===== src/rtl/aes_pkg.sv =====
// Shared types and constants for the AES-128 round sequencer and its watchdog.
package aes_pkg;

  localparam int AES_MAX_ROUNDS = 14;
  localparam int ROUND_W        = 4;

  typedef enum logic [2:0] {
    S_IDLE,
    S_ARK,
    S_SUB,
    S_SHR,
    S_MIX,
    S_FIN,
    S_ERR
  } seq_state_t;

  typedef enum logic [1:0] {
    STG_ARK,
    STG_SUB,
    STG_SHR,
    STG_MIX
  } aes_stage_t;

  function automatic logic is_stage_state(seq_state_t s);
    return (s inside {S_ARK, S_SUB, S_SHR, S_MIX});
  endfunction

  function automatic aes_stage_t stage_of(seq_state_t s);
    case (s)
      S_SUB:   return STG_SUB;
      S_SHR:   return STG_SHR;
      S_MIX:   return STG_MIX;
      default: return STG_ARK;
    endcase
  endfunction

  // Bit order matches {mix, shr, sub, ark}.
  function automatic logic [3:0] stage_onehot(aes_stage_t st);
    return 4'b0001 << st;
  endfunction

endpackage


===== src/rtl/aes_stage_watchdog.sv =====
// Per-stage watchdog: down-counter reloaded on every go pulse, flags a stage
// that has not acked within TIMEOUT_CYCLES. Only built with AES_SEQ_WATCHDOG_EN.
module aes_stage_watchdog #(
  parameter int TIMEOUT_CYCLES = 65535
) (
  input  logic clk,
  input  logic rst_n,
  input  logic clear,
  input  logic active,
  output logic timeout
);

  localparam int              CNT_W = $clog2(TIMEOUT_CYCLES);
  // Loaded on the go cycle; reaching zero marks the last cycle the stage may ack.
  localparam logic [CNT_W-1:0] LOAD = CNT_W'(TIMEOUT_CYCLES - 2);

  logic [CNT_W-1:0] cnt_q;

  always_ff @(posedge clk or negedge rst_n) begin
    if (!rst_n) begin
      cnt_q <= '0;
    end else if (clear) begin
      cnt_q <= LOAD;
    end else if (cnt_q != '0) begin
      cnt_q <= cnt_q - CNT_W'(1);
    end
  end

  assign timeout = active && !clear && (cnt_q == '0);

endmodule


===== src/rtl/aes_round_sequencer.sv =====
// Steps AddRoundKey/SubBytes/ShiftRows/MixColumns through the AES-128 round
// schedule. Optional stage watchdog enabled by defining AES_SEQ_WATCHDOG_EN.
//
//   state  | meaning
//   IDLE   | waiting for start
//   ARK    | AddRoundKey active
//   SUB    | SubBytes active
//   SHR    | ShiftRows active
//   MIX    | MixColumns active (skipped in the final round)
//   FIN    | one-cycle done pulse
//   ERR    | stage timed out, round frozen until start/abort
module aes_round_sequencer
  import aes_pkg::*;
#(
  parameter int NUM_ROUNDS     = 10,
  parameter int TIMEOUT_CYCLES = 65535
) (
  input  logic       clk,
  input  logic       rst_n,
  input  logic       start,
  input  logic       abort,
  output logic       ark_go,
  output logic       sub_go,
  output logic       shr_go,
  output logic       mix_go,
  input  logic       ark_ack,
  input  logic       sub_ack,
  input  logic       shr_ack,
  input  logic       mix_ack,
  output logic [3:0] round,
  output logic       busy,
  output logic       done,
  output logic       err
);

  localparam logic [ROUND_W-1:0] LAST_ROUND = ROUND_W'(NUM_ROUNDS);

  seq_state_t         state_q, state_d;
  logic [ROUND_W-1:0] round_q, round_d;
  logic [3:0]         go_q, go_d;
  logic [3:0]         ack_vec;
  logic               stage_active;
  logic               ack_ok;
  logic               wd_timeout;
  aes_stage_t         cur_stage;

  assign ack_vec      = {mix_ack, shr_ack, sub_ack, ark_ack};
  assign stage_active = is_stage_state(state_q);
  assign cur_stage    = stage_of(state_q);
  // Only the active stage's ack counts, and never in the cycle its go is out.
  assign ack_ok       = stage_active && ack_vec[cur_stage] && !go_q[cur_stage];

`ifdef AES_SEQ_WATCHDOG_EN
  aes_stage_watchdog #(
    .TIMEOUT_CYCLES(TIMEOUT_CYCLES)
  ) u_watchdog (
    .clk    (clk),
    .rst_n  (rst_n),
    .clear  (|go_q),
    .active (stage_active),
    .timeout(wd_timeout)
  );
`else
  logic unused_timeout_cfg;
  assign unused_timeout_cfg = ^TIMEOUT_CYCLES;
  assign wd_timeout         = 1'b0;
`endif

  always_comb begin
    state_d = state_q;
    round_d = round_q;
    if (abort) begin
      state_d = S_IDLE;
      round_d = '0;
    end else begin
      case (state_q)
        S_IDLE, S_ERR: begin
          if (start) begin
            state_d = S_ARK;
            round_d = '0;
          end
        end
        S_ARK: begin
          if (ack_ok) begin
            if (round_q == LAST_ROUND) begin
              state_d = S_FIN;
            end else begin
              state_d = S_SUB;
              round_d = round_q + ROUND_W'(1);
            end
          end else if (wd_timeout) begin
            state_d = S_ERR;
          end
        end
        S_SUB: begin
          if (ack_ok)          state_d = S_SHR;
          else if (wd_timeout) state_d = S_ERR;
        end
        S_SHR: begin
          if (ack_ok)          state_d = (round_q == LAST_ROUND) ? S_ARK : S_MIX;
          else if (wd_timeout) state_d = S_ERR;
        end
        S_MIX: begin
          if (ack_ok)          state_d = S_ARK;
          else if (wd_timeout) state_d = S_ERR;
        end
        S_FIN: begin
          state_d = S_IDLE;
          round_d = '0;
        end
        default: begin
          state_d = S_IDLE;
          round_d = '0;
        end
      endcase
    end
  end

  always_comb begin
    go_d = '0;
    if ((state_d != state_q) && is_stage_state(state_d)) begin
      go_d = stage_onehot(stage_of(state_d));
    end
  end

  always_ff @(posedge clk or negedge rst_n) begin
    if (!rst_n) begin
      state_q <= S_IDLE;
      round_q <= '0;
      go_q    <= '0;
    end else begin
      state_q <= state_d;
      round_q <= round_d;
      go_q    <= go_d;
    end
  end

  assign ark_go = go_q[0];
  assign sub_go = go_q[1];
  assign shr_go = go_q[2];
  assign mix_go = go_q[3];
  assign round  = round_q;
  assign busy   = stage_active || (state_q == S_FIN);
  assign done   = (state_q == S_FIN);
  assign err    = (state_q == S_ERR);

endmodule

===== config.mk =====
export PLATFORM = sky130hd
export DESIGN_NAME = aes_round_sequencer
export DESIGN_NICKNAME = d
export VERILOG_FILES = /design/src/rtl/aes_pkg.sv /design/src/rtl/aes_stage_watchdog.sv /design/src/rtl/aes_round_sequencer.sv
export SDC_FILE = /design/constraint.sdc
export NUM_CORES = 1
export LEC_CHECK = 0
export ABC_AREA = 0
export CAP_MARGIN = 30
export CORE_UTILIZATION = 40
export DETAILED_ROUTE_END_ITERATION = 6
export PLACE_DENSITY = 0.68
export SLEW_MARGIN = 30
export SYNTH_ARGS = -nofsm -noshare
export SYNTH_HDL_FRONTEND = slang
export SYNTH_SLANG_ARGS = --single-unit

===== constraint.sdc =====
create_clock -name clk -period 2.1 [get_ports clk]
set_input_delay 0.63 -clock clk [delete_from_list [all_inputs] [get_ports clk]]
set_output_delay 0.63 -clock clk [all_outputs]
set_load 0.05 [all_outputs]

== After elaboration in Yosys (flattened, before gate mapping) ==
Index checks and enable logic that the tools add are counted.

* $add $sub $neg: 1
* $lt $le $gt $ge: 1
* Equality and inequality tests: 16
* Shift-type cells: 1
* Muxes and demuxes: 22
* Reduce and logical (&&, ||, !) cells: 11

{| class="wikitable"
|+ Operators with widths
! operator !! count
|-
| $mux 3 || 8
|-
| $mux 4 || 5
|-
| $pmux 3 s5 || 1
|-
| $eq 3x2->1 const B || 4
|-
| $eq 3x3->1 const B || 4
|-
| $pmux 2 s3 || 2
|-
| $pmux 4 s3 || 1
|-
| $ne 3x3->1 const B || 3
|-
| $reduce_bool 4->1 || 2
|-
| $eq 3x1->1 const B || 2
|-
| $add 4x1->4 const B || 1
|-
| $bmux 1 s2 || 2
|-
| $eq 4x4->1 const B || 1
|-
| $reduce_and 4->1 || 1
|-
| $shl 1x2->4 const A || 1
|-
| $logic_and 1x1->1 || 3
|-
| $logic_not 3->1 || 1
|-
| $lt 2x3->1 const B || 1
|-
| $ne 3x3->1 || 1
|-
| $reduce_or 3->1 || 1
|-
| $mux 1 || 2
|-
| $mux 2 || 1
|-
| $ne 2x1->1 const B || 1
|-
| $reduce_or 2->1 || 1
|-
| 2 further kinds || 2
|}

* Flip-flop bits (word level): 11
* Output and inout port bits: 11
* Logic and storage cells: 55

== Longest topological paths before layout ==
* Word-level depth: 15
* Depth in mapped cells: 7

== Worst setup path before layout ==
Ideal clock, no wire load.

* Path type: flip-flop to output port
* Start: register state_q[1]
* End: output port busy
* Arrival time: 1.450 ns
* Required time: 1.470 ns
* Slack: 0.020 ns
* Stages on the path, launching flop included: 5
* Buffers on the path: 2
* Cell sequence: dfrtp_1 > buf_6 > buf_2 > nor3_1 > a21oi_1

* Cells in the longest elaborated chain, start to end: 3
* Elaborated cells on any way between the ends: 7
* Classes of those cells: 5 x eq/ne; 2 x reduce/logical

{| class="wikitable"
|+ Ends and longest elaborated chain
! item !! line !! source
|-
| from (decl) || aes_round_sequencer.sv:38 || <nowiki>seq_state_t state_q, state_d;</nowiki>
|-
| from (signal assigned) || aes_round_sequencer.sv:132 || <nowiki>state_q <= state_d;</nowiki>
|-
| $eq 3x1->1 (tied with other cells) || aes_pkg.sv:25 || <nowiki>return (s inside {S_ARK, S_SUB, S_SHR, S_MIX});</nowiki>
|-
| $reduce_bool 4->1 || aes_pkg.sv:25 ||
|-
| $logic_or 1x1->1 (*) || aes_round_sequencer.sv:143 || <nowiki>assign busy = stage_active || (state_q == S_FIN);</nowiki>
|-
| to (decl) || aes_round_sequencer.sv:31 || <nowiki>output logic busy,</nowiki>
|}

Every way passes the cells marked *; elsewhere a longest branch is shown, timed or not.

== Final worst setup path ==
* Start: input port ark_ack
* End: register round_q[3], in the netlist round[3]

* Cells in the longest elaborated chain, start to end: 6

{| class="wikitable"
|+ Ends and longest elaborated chain
! item !! line !! source
|-
| from (decl) || aes_round_sequencer.sv:26 || <nowiki>input logic ark_ack,</nowiki>
|-
| $bmux 1 s2 || aes_round_sequencer.sv:51 || <nowiki>assign ack_ok = stage_active && ack_vec[cur_stage] && !go_q[cur_stage];</nowiki>
|-
| $mux 1 (implied by the code) || aes_round_sequencer.sv:51 ||
|-
| $logic_and 1x1->1 (2 in series) || aes_round_sequencer.sv:51 ||
|-
| $ne 3x3->1 (no line) || n/a ||
|-
| $reduce_and 4->1 (no line) || n/a ||
|-
| to (signal assigned) || aes_round_sequencer.sv:133 || <nowiki>round_q <= round_d;</nowiki>
|-
| to (decl) || aes_round_sequencer.sv:39 || <nowiki>logic [ROUND_W-1:0] round_q, round_d;</nowiki>
|}

Every way passes these cells. The select of a mux whose other input is x is not followed.
A chain may end at the register's enable or synchronous reset.

==> impl_summary.log <==
[metrics] top-level port count: 19
[metrics] Post-DP HPWL: 1.238 mm
[metrics] syn_nets: 86
[metrics] number of iterations in the first detailed-routing pass: 4
[metrics] Layout fillers: 153
[metrics] Core Rows: 15
[metrics] clock tree from TritonCTS: yes
[metrics] launching element type of the critical path: input port
[metrics] final net count: 112
[metrics] vias in the first global route: 571
[metrics] clock root cell: clkbuf_4
[metrics] effective utilization at floorplan: 42.56%
[metrics] hold slack final: 569.6 ps
[metrics] count of unique library cells instantiated by Yosys: 34
[metrics] Post-CTS Resized: 0
[metrics] power density over the cells: 566.1 nW/um^2
[metrics] Slew Limit Headroom: 65.59%
[metrics] worst path buffer plus inverter count: 1
[metrics] Critical Path Sink Type: flop
[metrics] CTS clock-pin slew for the worst setup and hold paths: 60 ps
[metrics] Inserted Clock Buffers: 3
[metrics] WL per Instance: 12.23 um
[metrics] arrival time worst endpoint: 2160 ps
[metrics] area share of and/or/nand/nor cells after synthesis: 26.85%
[metrics] Via Count: 648
[metrics] Max Root-Sink Buffers: 2
[metrics] FFs w/ async S/R, synth: 100.0%
[metrics] shortest period the worst path allows: 2024 ps
[metrics] floorplan core area: 1708 um^2
[metrics] number of enable-type register cells in the synthesized netlist: 0
[metrics] die outline area: 1992 um^2
[metrics] Tcrit/Tclk final: 96.40%
[metrics] XOR/XNOR Fraction of Synth Area: 0%
[metrics] count of H-tree levels built during CTS: 1
[metrics] crit path max-delay cell type: clkdlybuf4s50_1
[metrics] Post-Syn Instances: 76
[metrics] postcts setup bufs: 0
[metrics] fraction of the mapped netlist area in adder cells: 3.442%
[metrics] Final Skew: 6.217 ps
[metrics] run status: completed
[metrics] count of yosys warnings during synthesis: 0
[metrics] drt first-iter violations: 8
[metrics] clock latency of the later-clocked register in the worst-skew pair: 260 ps
[metrics] detailed-route vias per instance: 5.143
[metrics] highest-count cells in the layout ignoring fill and taps: buf_4 (16), dfrtp_1 (11), clkdlybuf4s50_1 (7)
[metrics] largest family of logic cells by synthesized area: simple AND/OR/NAND/NOR gates
[metrics] most common library cell in the layout ignoring fill and taps: buf_4
[metrics] Worst Max-Slew Pin Slew: 514.6 ps
[metrics] cell family contributing the most delay on the critical path: compound AO/OA/AOI/OAI gates
[metrics] final routed DRC violation total: 0
[metrics] count of input and output buffers: 18
[metrics] crit-path cells: clkdlybuf4s50_1 > nor2b_1 > nand2_1 > a211oi_1 > nor2_1 > a211o_1
[metrics] Die W: 44.63 um
[metrics] number of nets with antenna violations after routing: 0
[metrics] Setup Crit Path Kind: in2reg
[metrics] share of the synthesized area in compound gates (AO/OA/AOI/OAI): 21.86%
[metrics] count of endpoints failing setup in the final report: 0
[metrics] Peak Freq: 494.0 MHz
[metrics] fraction of layout instances using a drive strength above 1: 28.71%
[metrics] peak per-stage delay on the critical path: 460 ps
[metrics] flop and latch count out of synthesis: 11
[metrics] sequential element share of the synthesized area: 37.87%
[metrics] placed standard-cell area: 975.9 um^2
[metrics] post-route worst setup slack: 75.63 ps
[metrics] critical path fanouts, max: 4
[metrics] total global-route track usage: 17.45%
[metrics] Netlist Area Pre-Place: 726.9 um^2
[metrics] data required time of the critical path: 2240 ps
[metrics] first-pass GRT wire length: 2.511 mm
[metrics] final hold violation count: 0
[metrics] total area of sequential cells: 275.3 um^2
[metrics] type of the most critical hold path: reg2reg
[metrics] portion of netlist area occupied by mux cells: 2.926%
[metrics] max-cap violation count: 0
[metrics] Inserted Diodes: 0
[metrics] routability congestion estimate from global placement: 0.7895
[metrics] overflow left after global routing: 0
[metrics] combined area of the multi-input logic cells: 400.4 um^2
[metrics] Post-Syn Area per Cell: 9.565 um^2
[metrics] CTS Hold Buffers Added: 0
[metrics] post-place setup slack: -190.1 ps
[metrics] maximum number of pins on one net before global-route repair: 12
[metrics] final instance area: 1002 um^2
[metrics] VDD IR-drop max: 378.9 uV
[metrics] number of sinks handled by clock tree synthesis: 11
[metrics] vertical extent of the die: 44.63 um
[metrics] leakage component of the power: 0.4747 nW
[metrics] area delta synth->final: 37.87%
[metrics] post-detailed-routing wire length: 1.541 mm
[metrics] dominant register cell in the synthesized netlist: dfrtp_1
[metrics] antenna violations before repair: 0
[metrics] RSZ-0062 raised after global routing: false
[metrics] max-slew violations: 0
## state kept, by name (all words and copies together), names as in the netlist
register,cells
go_q,4
round,4
state_q,3
## per-layer routing
metal	vias to the layer above	GRT usage [%]	wire length, um
met2	11	28.24	792
met3	2	4.082	48
met1	313	22.31	695
met5	-	0	0
met4	0	7.273	6
li1	322	-	-
## cell families after synthesis
| kind of cell | after synthesis |
|---|---|
| DFF | 11 |
| adders and majority gates | 2 |
| muxes | 2 |
| and+or+nand+nor | 31 |
| AOI/OAI and AO/OA | 20 |
| buffers and inverters | 10 |
## synthesized netlist by cell type (3+ instances only)
library cell / n / share of area [%]
nand2_1: 5 / 2.6
inv_1: 5 / 2.6
nand2b_1: 4 / 3.4
dfrtp_1: 11 / 38
a21oi_1: 4 / 2.8
nor2_1: 6 / 3.1
o21ai_0: 3 / 2.1
nor2b_1: 4 / 3.4
## metrics by stage
stage	std cells	total power [mW]	util, %	TNS, ps
floorplan	76	0.3594	-	0
global route	126	0.6030	58.68	0
detailed placement	122	0.4350	57.14	-903.6
CTS	126	0.5750	58.68	0
global placement	122	0.4324	57.14	-503.7
finish	126	0.5674	58.68	0
## power by group
part	total [mW]	switching [mW]	leakage (nW)	internal [mW]
clock	0.137	0.0635	0.0150	0.0733
sequential	0.238	0.0156	0.151	0.223
combinational	0.193	0.107	0.309	0.0856
## layout make-up
class / count / area share, %
multi-input cells: 55 / 39.95
flip-flops and latches: 11 / 27.47
repair buffers: 26 / 24.97
well taps: 25 / 3.121
clock buffers: 4 / 2.622
inverters: 5 / 1.873
## final timing paths
path | cells past startpoint | from | to | slack, ps
max | 6 | ark_ack | round[3] | 80
min | 1 | round[3] | round[3] | 570
max reg2reg | 7 | round[0] | round[3] | 350
min reg2reg | 1 | round[3] | round[3] | 570
max in group asynchronous | 1 | rst_n | round[3] | 1040
min in group asynchronous | 1 | rst_n | round[0] | 710
Note: power is estimated with default switching activity, not from simulation.
